### config.mk
export PLATFORM = sky130hd
export DESIGN_NAME = float754_to_int
export DESIGN_NICKNAME = d
export VERILOG_FILES = /design/src/rtl/float754_to_int.sv
export SDC_FILE = /design/constraint.sdc
export NUM_CORES = 1
export LEC_CHECK = 0
export BUFFER_PORTS_ARGS = -buffer_cell sky130_fd_sc_hd__buf_2
export CAP_MARGIN = 10
export CORE_ASPECT_RATIO = 1.1
export CORE_MARGIN = 1
export CORE_UTILIZATION = 63
export CTS_BUF_LIST = sky130_fd_sc_hd__clkbuf_16
export DETAILED_ROUTE_END_ITERATION = 10
export PLACE_DENSITY = 0.88
export SETUP_SLACK_MARGIN = 0.4
export SLEW_MARGIN = 5
export SYNTH_ARGS = -nofsm -noshare
export SYNTH_HDL_FRONTEND = slang
export SYNTH_SLANG_ARGS = --single-unit
### constraint.sdc
create_clock -name CLK -period 4.3 [get_ports CLK]
set_clock_uncertainty 0.05 [all_clocks]
set_input_delay 0.86 -clock CLK [delete_from_list [all_inputs] [get_ports CLK]]
set_output_delay 0.86 -clock CLK [all_outputs]
set_load 0.01 [all_outputs]
### src/rtl/float754_to_int.sv
// IEEE-754 single-precision to signed integer converter, one mantissa bit shift per cycle.
// A rising edge on inputCS starts a conversion; outputCS pulses for one cycle when IntOutput is updated.
module float754_to_int #(
  parameter int OUT_WIDTH = 16
) (
  input  logic                 CLK,
  input  logic                 RST,
  input  logic [31:0]          Data754,
  input  logic                 inputCS,
  output logic [OUT_WIDTH-1:0] IntOutput,
  output logic                 outputCS,
  output logic                 Busy,
  output logic                 Overflow,
  output logic                 Invalid
);

  localparam logic [1:0] S_IDLE   = 2'd0;
  localparam logic [1:0] S_DECODE = 2'd1;
  localparam logic [1:0] S_SHIFT  = 2'd2;
  localparam logic [1:0] S_FINISH = 2'd3;

  localparam logic [2:0] C_ZERO = 3'd0;
  localparam logic [2:0] C_NAN  = 3'd1;
  localparam logic [2:0] C_SAT  = 3'd2;
  localparam logic [2:0] C_MIN  = 3'd3;
  localparam logic [2:0] C_NORM = 3'd4;

  // Biased exponent thresholds: 127 is e=0, 150 is e=23, EXP_LIM is e=OUT_WIDTH-1.
  localparam logic [8:0] EXP_BIAS  = 9'd127;
  localparam logic [8:0] EXP_UNITY = 9'd150;
  localparam logic [8:0] EXP_LIM   = 9'(9'd126 + 9'(OUT_WIDTH));

  localparam logic [OUT_WIDTH-1:0] MAX_POS = {1'b0, {(OUT_WIDTH-1){1'b1}}};
  localparam logic [OUT_WIDTH-1:0] MIN_NEG = {1'b1, {(OUT_WIDTH-1){1'b0}}};

  logic [1:0]           state_q, state_d;
  logic                 prev_q, prev_d;
  logic                 arm_q, arm_d;
  logic [31:0]          data_q, data_d;
  logic [31:0]          work_q, work_d;
  logic [4:0]           cnt_q, cnt_d;
  logic                 left_q, left_d;
  logic [2:0]           cls_q, cls_d;
  logic [OUT_WIDTH-1:0] int_q, int_d;
  logic                 ocs_q, ocs_d;
  logic                 busy_q, busy_d;
  logic                 ovf_q, ovf_d;
  logic                 inv_q, inv_d;

  logic                 start_s;
  logic                 sign_s;
  logic [8:0]           exp_s;
  logic [22:0]          frac_s;
  logic [2:0]           cls_s;
  logic [4:0]           n_s;
  logic                 left_s;
  logic [OUT_WIDTH-1:0] mag_s;
  logic [OUT_WIDTH-1:0] neg_s;

  // arm_q blocks a start until inputCS has been seen low after reset.
  assign start_s = inputCS & ~prev_q & arm_q;
  assign sign_s  = data_q[31];
  assign exp_s   = {1'b0, data_q[30:23]};
  assign frac_s  = data_q[22:0];
  assign mag_s   = work_q[OUT_WIDTH-1:0];
  assign neg_s   = (~mag_s) + OUT_WIDTH'(1'b1);

  // Classify the captured operand and derive shift count and direction.
  always_comb begin
    cls_s  = C_NORM;
    n_s    = 5'd0;
    left_s = 1'b0;
    if (exp_s == 9'd255) begin
      if (frac_s != 23'd0) begin
        cls_s = C_NAN;
      end else begin
        cls_s = C_SAT;
      end
    end else if (exp_s < EXP_BIAS) begin
      cls_s = C_ZERO;
    end else if (exp_s >= EXP_LIM) begin
      if (sign_s && (exp_s == EXP_LIM) && (frac_s == 23'd0)) begin
        cls_s = C_MIN;
      end else begin
        cls_s = C_SAT;
      end
    end else begin
      cls_s = C_NORM;
      if (exp_s < EXP_UNITY) begin
        n_s    = 5'(EXP_UNITY - exp_s);
        left_s = 1'b0;
      end else begin
        n_s    = 5'(exp_s - EXP_UNITY);
        left_s = 1'b1;
      end
    end
  end

  // Conversion FSM and datapath next-state logic.
  always_comb begin
    state_d = state_q;
    prev_d  = inputCS;
    arm_d   = arm_q | ~inputCS;
    data_d  = data_q;
    work_d  = work_q;
    cnt_d   = cnt_q;
    left_d  = left_q;
    cls_d   = cls_q;
    int_d   = int_q;
    ocs_d   = 1'b0;
    ovf_d   = ovf_q;
    inv_d   = inv_q;
    case (state_q)
      S_IDLE: begin
        if (start_s) begin
          data_d  = Data754;
          state_d = S_DECODE;
        end else begin
          state_d = S_IDLE;
        end
      end
      S_DECODE: begin
        cls_d  = cls_s;
        work_d = {8'd0, 1'b1, frac_s};
        cnt_d  = n_s;
        left_d = left_s;
        if (n_s == 5'd0) begin
          state_d = S_FINISH;
        end else begin
          state_d = S_SHIFT;
        end
      end
      S_SHIFT: begin
        if (left_q) begin
          work_d = {work_q[30:0], 1'b0};
        end else begin
          work_d = {1'b0, work_q[31:1]};
        end
        cnt_d = cnt_q - 5'd1;
        if (cnt_q == 5'd1) begin
          state_d = S_FINISH;
        end else begin
          state_d = S_SHIFT;
        end
      end
      S_FINISH: begin
        ocs_d   = 1'b1;
        ovf_d   = 1'b0;
        inv_d   = 1'b0;
        state_d = S_IDLE;
        case (cls_q)
          C_NORM: begin
            if (sign_s) begin
              int_d = neg_s;
            end else begin
              int_d = mag_s;
            end
          end
          C_NAN: begin
            int_d = {OUT_WIDTH{1'b0}};
            inv_d = 1'b1;
          end
          C_SAT: begin
            ovf_d = 1'b1;
            if (sign_s) begin
              int_d = MIN_NEG;
            end else begin
              int_d = MAX_POS;
            end
          end
          C_MIN: begin
            int_d = MIN_NEG;
          end
          default: begin
            int_d = {OUT_WIDTH{1'b0}};
          end
        endcase
      end
      default: begin
        state_d = S_IDLE;
      end
    endcase
    busy_d = (state_d != S_IDLE);
  end

  // State and output registers with asynchronous active-low reset.
  always_ff @(posedge CLK or negedge RST) begin
    if (!RST) begin
      state_q <= S_IDLE;
      prev_q  <= 1'b0;
      arm_q   <= 1'b0;
      data_q  <= 32'd0;
      work_q  <= 32'd0;
      cnt_q   <= 5'd0;
      left_q  <= 1'b0;
      cls_q   <= C_ZERO;
      int_q   <= {OUT_WIDTH{1'b0}};
      ocs_q   <= 1'b0;
      busy_q  <= 1'b0;
      ovf_q   <= 1'b0;
      inv_q   <= 1'b0;
    end else begin
      state_q <= state_d;
      prev_q  <= prev_d;
      arm_q   <= arm_d;
      data_q  <= data_d;
      work_q  <= work_d;
      cnt_q   <= cnt_d;
      left_q  <= left_d;
      cls_q   <= cls_d;
      int_q   <= int_d;
      ocs_q   <= ocs_d;
      busy_q  <= busy_d;
      ovf_q   <= ovf_d;
      inv_q   <= inv_d;
    end
  end

  assign IntOutput = int_q;
  assign outputCS  = ocs_q;
  assign Busy      = busy_q;
  assign Overflow  = ovf_q;
  assign Invalid   = inv_q;

endmodule

Word level (Yosys, flattened, before mapping)
Index checks and enable logic that the tools add are counted. W data, S select, Z words.

Flip-flop bits (word level): 97. Input port bits: 35. Output and inout port bits: 20. Word-level logic and storage cells: 71.

$add $sub $neg: 4. $lt $le $gt $ge: 3. Equality and inequality tests: 10. Muxes and demuxes: 26. Bitwise operators: 6. Reductions and logical operators: 9.

Operators with widths (count): $pmux W32 S2 (1); $pmux W16 S3 (1); $mux W16 (2); $mux W32 (1); $logic_not A23 Y1 (1); $reduce_bool A23 Y1 (1); $mux W5 (4); $add A16 B1 Y16 const B (1); $eq A8 B8 Y1 const B (2); $not A16 Y16 (1); $mux W1 (11); $pmux W5 S2 (1); $mux W3 (3); $ge A8 B8 Y1 const B (1); $lt A8 B7 Y1 const B (1); $lt A8 B8 Y1 const B (1); $pmux W2 S4 (1); $eq A3 B2 Y1 const B (2); $eq A5 B1 Y1 const B (1); $logic_not A5 Y1 (1); $sub A5 B1 Y5 const B (1); $sub A5 B5 Y5 const A (1); $sub A5 B5 Y5 const B (1); $eq A2 B2 Y1 const B (2); 11 further kinds (15).

Longest topological paths before layout
Gate-level depths: netlist of run 1.

Depth after elaboration: 9. Mapped depth: 8. Gate-level depth less buffers: 7.

Least setup slack after synthesis of run 1
Ideal clock, no wire load.

Kind: reg2reg. Start point: reg work_q[7]. End point: reg int_q[14], in the netlist IntOutput[14]. Library setup time: 0.149 ns. Arrival time: 1.764 ns. Data required time: 4.101 ns. Setup slack: 2.337 ns. Stages on the path, launching flop included: 6. Buffers on the path: 0. Clock period less this slack: 1.963 ns. Cells stage by stage: dfrtp_1 or3_4 or4_4 o31ai_1 xor2_1 o221ai_1.

Word-level cells in the longest chain between the ends: 4.

Ends and longest elaborated chain: from (decl) (RTL line 40) `logic [31:0] work_q, work_d;`; from (signal assigned) (RTL line 207) `work_q <= work_d;`; $not A16 Y16 (RTL line 66) `assign neg_s = (~mag_s) + OUT_WIDTH'(1'b1);`; $add A16 B1 Y16 (RTL line 66); $mux W16 (RTL line 153) `if (sign_s) begin`; $pmux W16 S3 (RTL line 151) `case (cls_q)`; to (signal assigned) (RTL line 197) `int_q <= {OUT_WIDTH{1'b0}};`; to (signal assigned) (RTL line 211) `int_q <= int_d;`; to (decl) (RTL line 44) `logic [OUT_WIDTH-1:0] int_q, int_d;`.

Every way passes these cells. A chain may end at the register's enable or synchronous reset.

Worst setup path after layout of run 1
Start point: reg state_q[0]. End point: reg cnt_q[4].

Word-level cells in the longest chain between the ends: 2. Elaborated cells on any way between the ends: 4. Those cells by class: eq/ne: 2; mux: 1; reduce/logical: 1.

Ends and longest elaborated chain: from (decl) (RTL line 36) `logic [1:0] state_q, state_d;`; from (signal assigned) (RTL line 203) `state_q <= state_d;`; $eq A2 B2 Y1 or $eq A2 B1 Y1 (tied branches) (RTL line 113) `case (state_q)`; $pmux W5 S2 or $reduce_bool A2 Y1 (tied branches); to (signal assigned) (RTL line 208) `cnt_q <= cnt_d;`; to (decl) (RTL line 41) `logic [4:0] cnt_q, cnt_d;`.

Several ways; a longest one is shown, not always the timed one.

==> flow_summary.ini, run 1 <==
[sta]
finalCritPeriodShare = 0.666
tightest_slew_ns = 0.897
drv_slew = 0
max_freq_mhz = 349
rsz0062_at_grt = no
finalSetupViolations = 0
timing.setup.tns_ns = 0
hold_violations = 0
timing.slew.headroom = 0.402
post-route-min-period_ns = 2.87

[drt]
wire_per_inst_um = 16.2
routed-via-count = 3591
drt_iter0_drc = 207
antenna_left = 0
wl_um = 9830
drc_errors = 0
drt_first_pass_iters = 4
routed_via_density = 5.94

[logic_synthesis]
synth-main-ff-cell = dfrtp_1
synth_top_area_share = 0.495
seq_area_frac_synth = 0.495
synth_area_leaders = dfrtp_1, mux2_2, mux2i_1
synth_cells = 452
ys_async_sr_fraction = 1.00
syn_avg_cell_area_sq_um = 10.8
ys_ff_latch = 97
synth_edf_count = 0
synth.largest_area_cell = dfrtp_1
synth_area_sq_um = 4900
synthesis.nets = 498
ys_types = 48
yosysWarnings = 0

[clocking]
cts_setup_buffers = 0
clock-sinks = 97
postCtsHoldBufs = 0
cts_resized = 0
cts_htree_levels = 3
cts.path.max_buffers = 2
clk_pin_slew_ns = 0.07
cts_tree = done
clk-insertion-delay-late_ns = 0.34
root_buffer = clkbuf_16
cts_inserted_buffers = 9

[pwr]
powerDensity_nw_per_um2 = 786
ir_worst_vdd_uv = 359
total_power_mw = 4.34
p_sw_mw = 1.77
p_leak_nw = 2.50
swShare = 0.407
p_comb_frac = 0.422
power_frac_seq = 0.395
p_int_mw = 2.58
p_clk_frac = 0.183

[worst_setup_path]
end_kind = flop
worstSetupStartpointType = flop
critPathMaxFanout = 27
r2r_slack_ns = 1.43
critPathKind = flop to flop
cp_data_arrival_time_ns = 3.07
cp.required_ns = 4.50

[placed_design]
dp_cells = 589
postPlaceCellArea_sq_um = 5230
dpl.hpwl_um = 6650
port_buffers = 54
place.gp.congestion = 0.836

[floorplanning]
dieArea_sq_um = 8140
rows = 33
die_x_um = 86.1
die_h_um = 94.5
io_pins = 55
start_util = 0.652
coreArea_sq_um = 7510

[finish]
drive_gt1_frac = 0.224
post-route-util = 0.735
n_antenna_cell = 0
synthToLayoutAreaGrowth_pct = 12.7
postLayoutCellArea_sq_um = 5530
nets = 541
final_common_cell = dfrtp_1
fin_cells = 605
final_cell_mix = dfrtp_1, buf_2, mux2_2, mux2i_1, nor2_1

[global_routing]
grt_use_total = 0.258
grt_remaining_overflow = 0
grt_max_degree = 74
grt_pass1_wl_um = 16000
grt_pass1_vias = 3361
antenna_found_initial = 0

[job]
cap_viol_max_count = 0

[min_path]
min_path_type = flop to flop

[status]
status = completed
==> sequential cells by signal (all words and copies together) (netlist names) <==
signal,cells
data_q,32
work_q,32
IntOutput,16
cnt_q,5
cls_q,3
state_q,2
Busy,1
Invalid,1
Overflow,1
arm_q,1
left_q,1
outputCS,1
prev_q,1
==> per-layer routing <==
layer / global-route usage / share of wire / up-vias
met2: 0.440 / 0.51 / 67
met3: 0.0367 / 0.030 / 13
met5: 0 / 0 / -
met4: 0.115 / 0.021 / 0
met1: 0.328 / 0.44 / 1784
li1: - / - / 1727
==> worst max-delay path, cell delays in order, from the launching register on <==
cell and delay (ns):
dfrtp_1 0.38, inv_1 0.09, ha_1 0.67, clkinv_1 0.71, buf_4 0.46, nor3_1 0.18
o21ai_0 0.10, o221ai_1 0.11
==> cell type report <==
| class | count | area [sq um] |
|---|---|---|
| Timing Repair Buffer | 59 | 310 |
| Clock buffer | 9 | 225 |
| Clock inverter | 7 | 72.6 |
| Multi-Input combinational cell | 300 | 2250 |
| Sequential cell | 97 | 2430 |
| Tap cell | 105 | 131 |
| Fill cell | 522 | 1990 |
| Inverter | 28 | 105 |
==> power by group through the flow <==
stage                     Sequential, mW  Combinational [mW]  Clock (mW)
after floorplan                     1.61                1.45           0
after global placement              1.69                1.72           0
after detailed placement            1.72                1.80           0
after CTS                           1.70                1.83       0.805
after global routing                1.77                2.05       0.844
final                               1.71                1.83       0.795
==> synthesized netlist by cell type (3+ instances only) <==
master,number
o2bb2ai_1,10
nand3_1,3
mux2_2,32
o31ai_1,6
inv_1,27
a211oi_1,22
xor2_1,14
clkbuf_1,21
mux2i_1,32
dfrtp_1,97
nor4_1,6
o21ai_0,19
buf_2,3
a21o_1,20
o211ai_1,3
a21oi_1,10
nor2_1,31
nand4_1,3
nor3_1,7
nand2_1,27
ha_1,11
o221ai_1,13
==> logic make-up (layout without fill, tap and decap cells) <==
group | after synthesis | in the layout | share of synthesized area
DFF | 97 | 97 | 0.495
adders and majority gates | 11 | 11 | 0.0281
muxes | 64 | 64 | 0.139
buffers and inverters | 55 | 103 | 0.0452
xor gates and xnor gates | 15 | 15 | 0.0268
AOI/OAI and AO/OA | 119 | 119 | 0.178
and+or+nand+nor | 91 | 91 | 0.0875
==> through the flow <==
stage | worst slack (ns) | hold WS [ns]
after floorplan | 2.34 | 0.408
after global placement | 1.64 | 0.420
after detailed placement | 1.51 | 0.418
after CTS | 1.51 | 0.437
after global routing | 1.17 | 0.445
final | 1.43 | 0.433
==> worst paths after layout <==
kind / endpoint / startpoint / cells past startpoint
min reg2reg: IntOutput[0] / IntOutput[0] / 1
max reg2reg: cnt_q[4] / state_q[0] / 7
min: IntOutput[0] / IntOutput[0] / 1
min in group asynchronous: IntOutput[1] / RST / 1
max in group asynchronous: work_q[13] / RST / 2
max: cnt_q[4] / state_q[0] / 7
Power figures use the tool's default switching activity.
==> run 2: changes to the inputs <==
--- a/config.mk
+++ b/config.mk
@@ -9,10 +9,10 @@
 export CAP_MARGIN = 10
 export CORE_ASPECT_RATIO = 1.1
 export CORE_MARGIN = 1
-export CORE_UTILIZATION = 63
+export CORE_UTILIZATION = 59
 export CTS_BUF_LIST = sky130_fd_sc_hd__clkbuf_16
 export DETAILED_ROUTE_END_ITERATION = 10
-export PLACE_DENSITY = 0.88
+export PLACE_DENSITY = 0.83
 export SETUP_SLACK_MARGIN = 0.4
 export SLEW_MARGIN = 5
 export SYNTH_ARGS = -nofsm -noshare
==> constraint.sdc (replaced) <==
create_clock -name CLK -period 2.8 [get_ports CLK]
set_clock_uncertainty 0.05 [all_clocks]
set_input_delay 0.56 -clock CLK [delete_from_list [all_inputs] [get_ports CLK]]
set_output_delay 0.56 -clock CLK [all_outputs]
set_load 0.01 [all_outputs]
==> flow_summary.ini, run 2 (synthesis results as in run 1) <==
[worst_setup_path]
end_kind = flop
critPathKind = flop to flop
r2r_slack_ns = 0.71
r2r-end = IntOutput[15]
cp.required_ns = 2.96
critPathMaxFanout = 7
cp_slowest_stage_delay_ns = 0.46
timing.rr.start = work_q[7]
cp_data_arrival_time_ns = 2.25
worstSetupStartpointType = flop
ff2ff_path_depth = 5
path_cells = or3_4, or4_4, o41ai_4, xor2_1, o21ai_1
crit_slowest_cell = or4_4

[sta]
timing.slew.headroom = 0.543
timing.setup.tns_ns = 0
finalCritPeriodShare = 0.746
drv_slew = 0
worst_slack_ns = 0.712
tightest_slew_ns = 0.685
finalSetupViolations = 0
max_freq_mhz = 479
rsz0062_at_grt = no
hold_violations = 0
post-route-min-period_ns = 2.09

[placed_design]
dpl.hpwl_um = 6900
place.gp.congestion = 0.813
port_buffers = 54
post-place-ws_ns = 0.726

[clocking]
cts_htree_levels = 3
cts_setup_buffers = 0
cts_inserted_buffers = 9
clk_pin_slew_ns = 0.07
cts_tree = done
cts.path.max_buffers = 2
root_buffer = clkbuf_16
postCtsHoldBufs = 0
clock-sinks = 97
clk-insertion-delay-late_ns = 0.34
cts_resized = 0

[finish]
synthToLayoutAreaGrowth_pct = 13.2
n_antenna_cell = 0
final_common_cell = dfrtp_1
final_cell_mix = dfrtp_1, buf_2, mux2_2, mux2i_1, nor2_1
nets = 544
drive_gt1_frac = 0.227

[drt]
wire_per_inst_um = 16.1
antenna_left = 0
routed_via_density = 5.93
drt_iter0_drc = 222
drt_first_pass_iters = 4
wl_um = 9840
drc_errors = 0
routed-via-count = 3625

[global_routing]
grt_use_total = 0.245
grt_pass1_vias = 3509
grt_max_degree = 60
antenna_found_initial = 0
grt_pass1_wl_um = 16500
grt_remaining_overflow = 0

[floorplanning]
io_pins = 55
coreArea_sq_um = 8000
dieArea_sq_um = 8680
start_util = 0.613
rows = 34
die_h_um = 97.6
die_x_um = 88.9

[pwr]
powerDensity_nw_per_um2 = 1200
ir_worst_vdd_uv = 458
p_leak_nw = 2.50
total_power_mw = 6.64

[job]
cap_viol_max_count = 0

[min_path]
min_path_type = input port to async pin

[status]
status = completed
[run 2: changes by cell type in the layout (fill, tap and decap cells not counted)]
cell | before | now
buf_4 | 6 | 7
buf_12 | 0 | 2
inv_1 | 28 | 27
bufinv_16 | 1 | 0
clkinv_1 | 1 | 3
clkinv_4 | 3 | 2
inv_6 | 0 | 1
[run 2: cell type report]
type,instances,area [sq um]
flip-flops and latches,97,2430
multi-input cells,300,2250
clock inverters,7,46.3
inverters,28,105
well taps,108,135
clock buffers,9,225
repair buffers,62,358
fillers,613,2450
[run 2: worst max path at each step]
stage,from,end,depth (start not counted)
6_report,work_q[7],IntOutput[15],5
5_1_grt,work_q[3],IntOutput[12],5
4_1_cts,work_q[7],IntOutput[14],5
3_5_place_dp,work_q[7],IntOutput[15],5
3_3_place_gp,work_q[7],IntOutput[14],5
2_1_floorplan,work_q[7],IntOutput[14],5
[run 2: report_power, final]
group | switching [mW] | leakage [nW] | internal (mW)
sequential | 0.635 | 1.21 | 1.99
clock | 0.521 | 0.131 | 0.601
combinational | 1.55 | 1.16 | 1.34
[run 2: layer usage]
metal | vias to the layer above | part of all wire | track usage
li1 | 1743 | - | -
met1 | 1782 | 0.44 | 0.335
met2 | 88 | 0.51 | 0.392
met3 | 12 | 0.036 | 0.0340
met4 | 0 | 0.014 | 0.0931
met5 | - | 0 | 0
[run 2: critical path: cells and delay by family, from the launching register on]
family | cells | cell delay (ns)
flops | 1 | 0.45
xor+xnor | 1 | 0.18
compound gates | 2 | 0.38
simple gates | 2 | 0.89
[run 2: through the flow]
step / instance area, sq um / cells / hold slack, ns / utilization
finish: 5550 / 611 / 0.142 / 0.694
global route: 5550 / 611 / 0.180 / 0.694
CTS: 5550 / 611 / 0.152 / 0.694
detailed placement: 5280 / 595 / 0.420 / 0.660
global placement: 5280 / 595 / 0.413 / 0.660
floorplan: 4900 / 452 / 0.214 / -
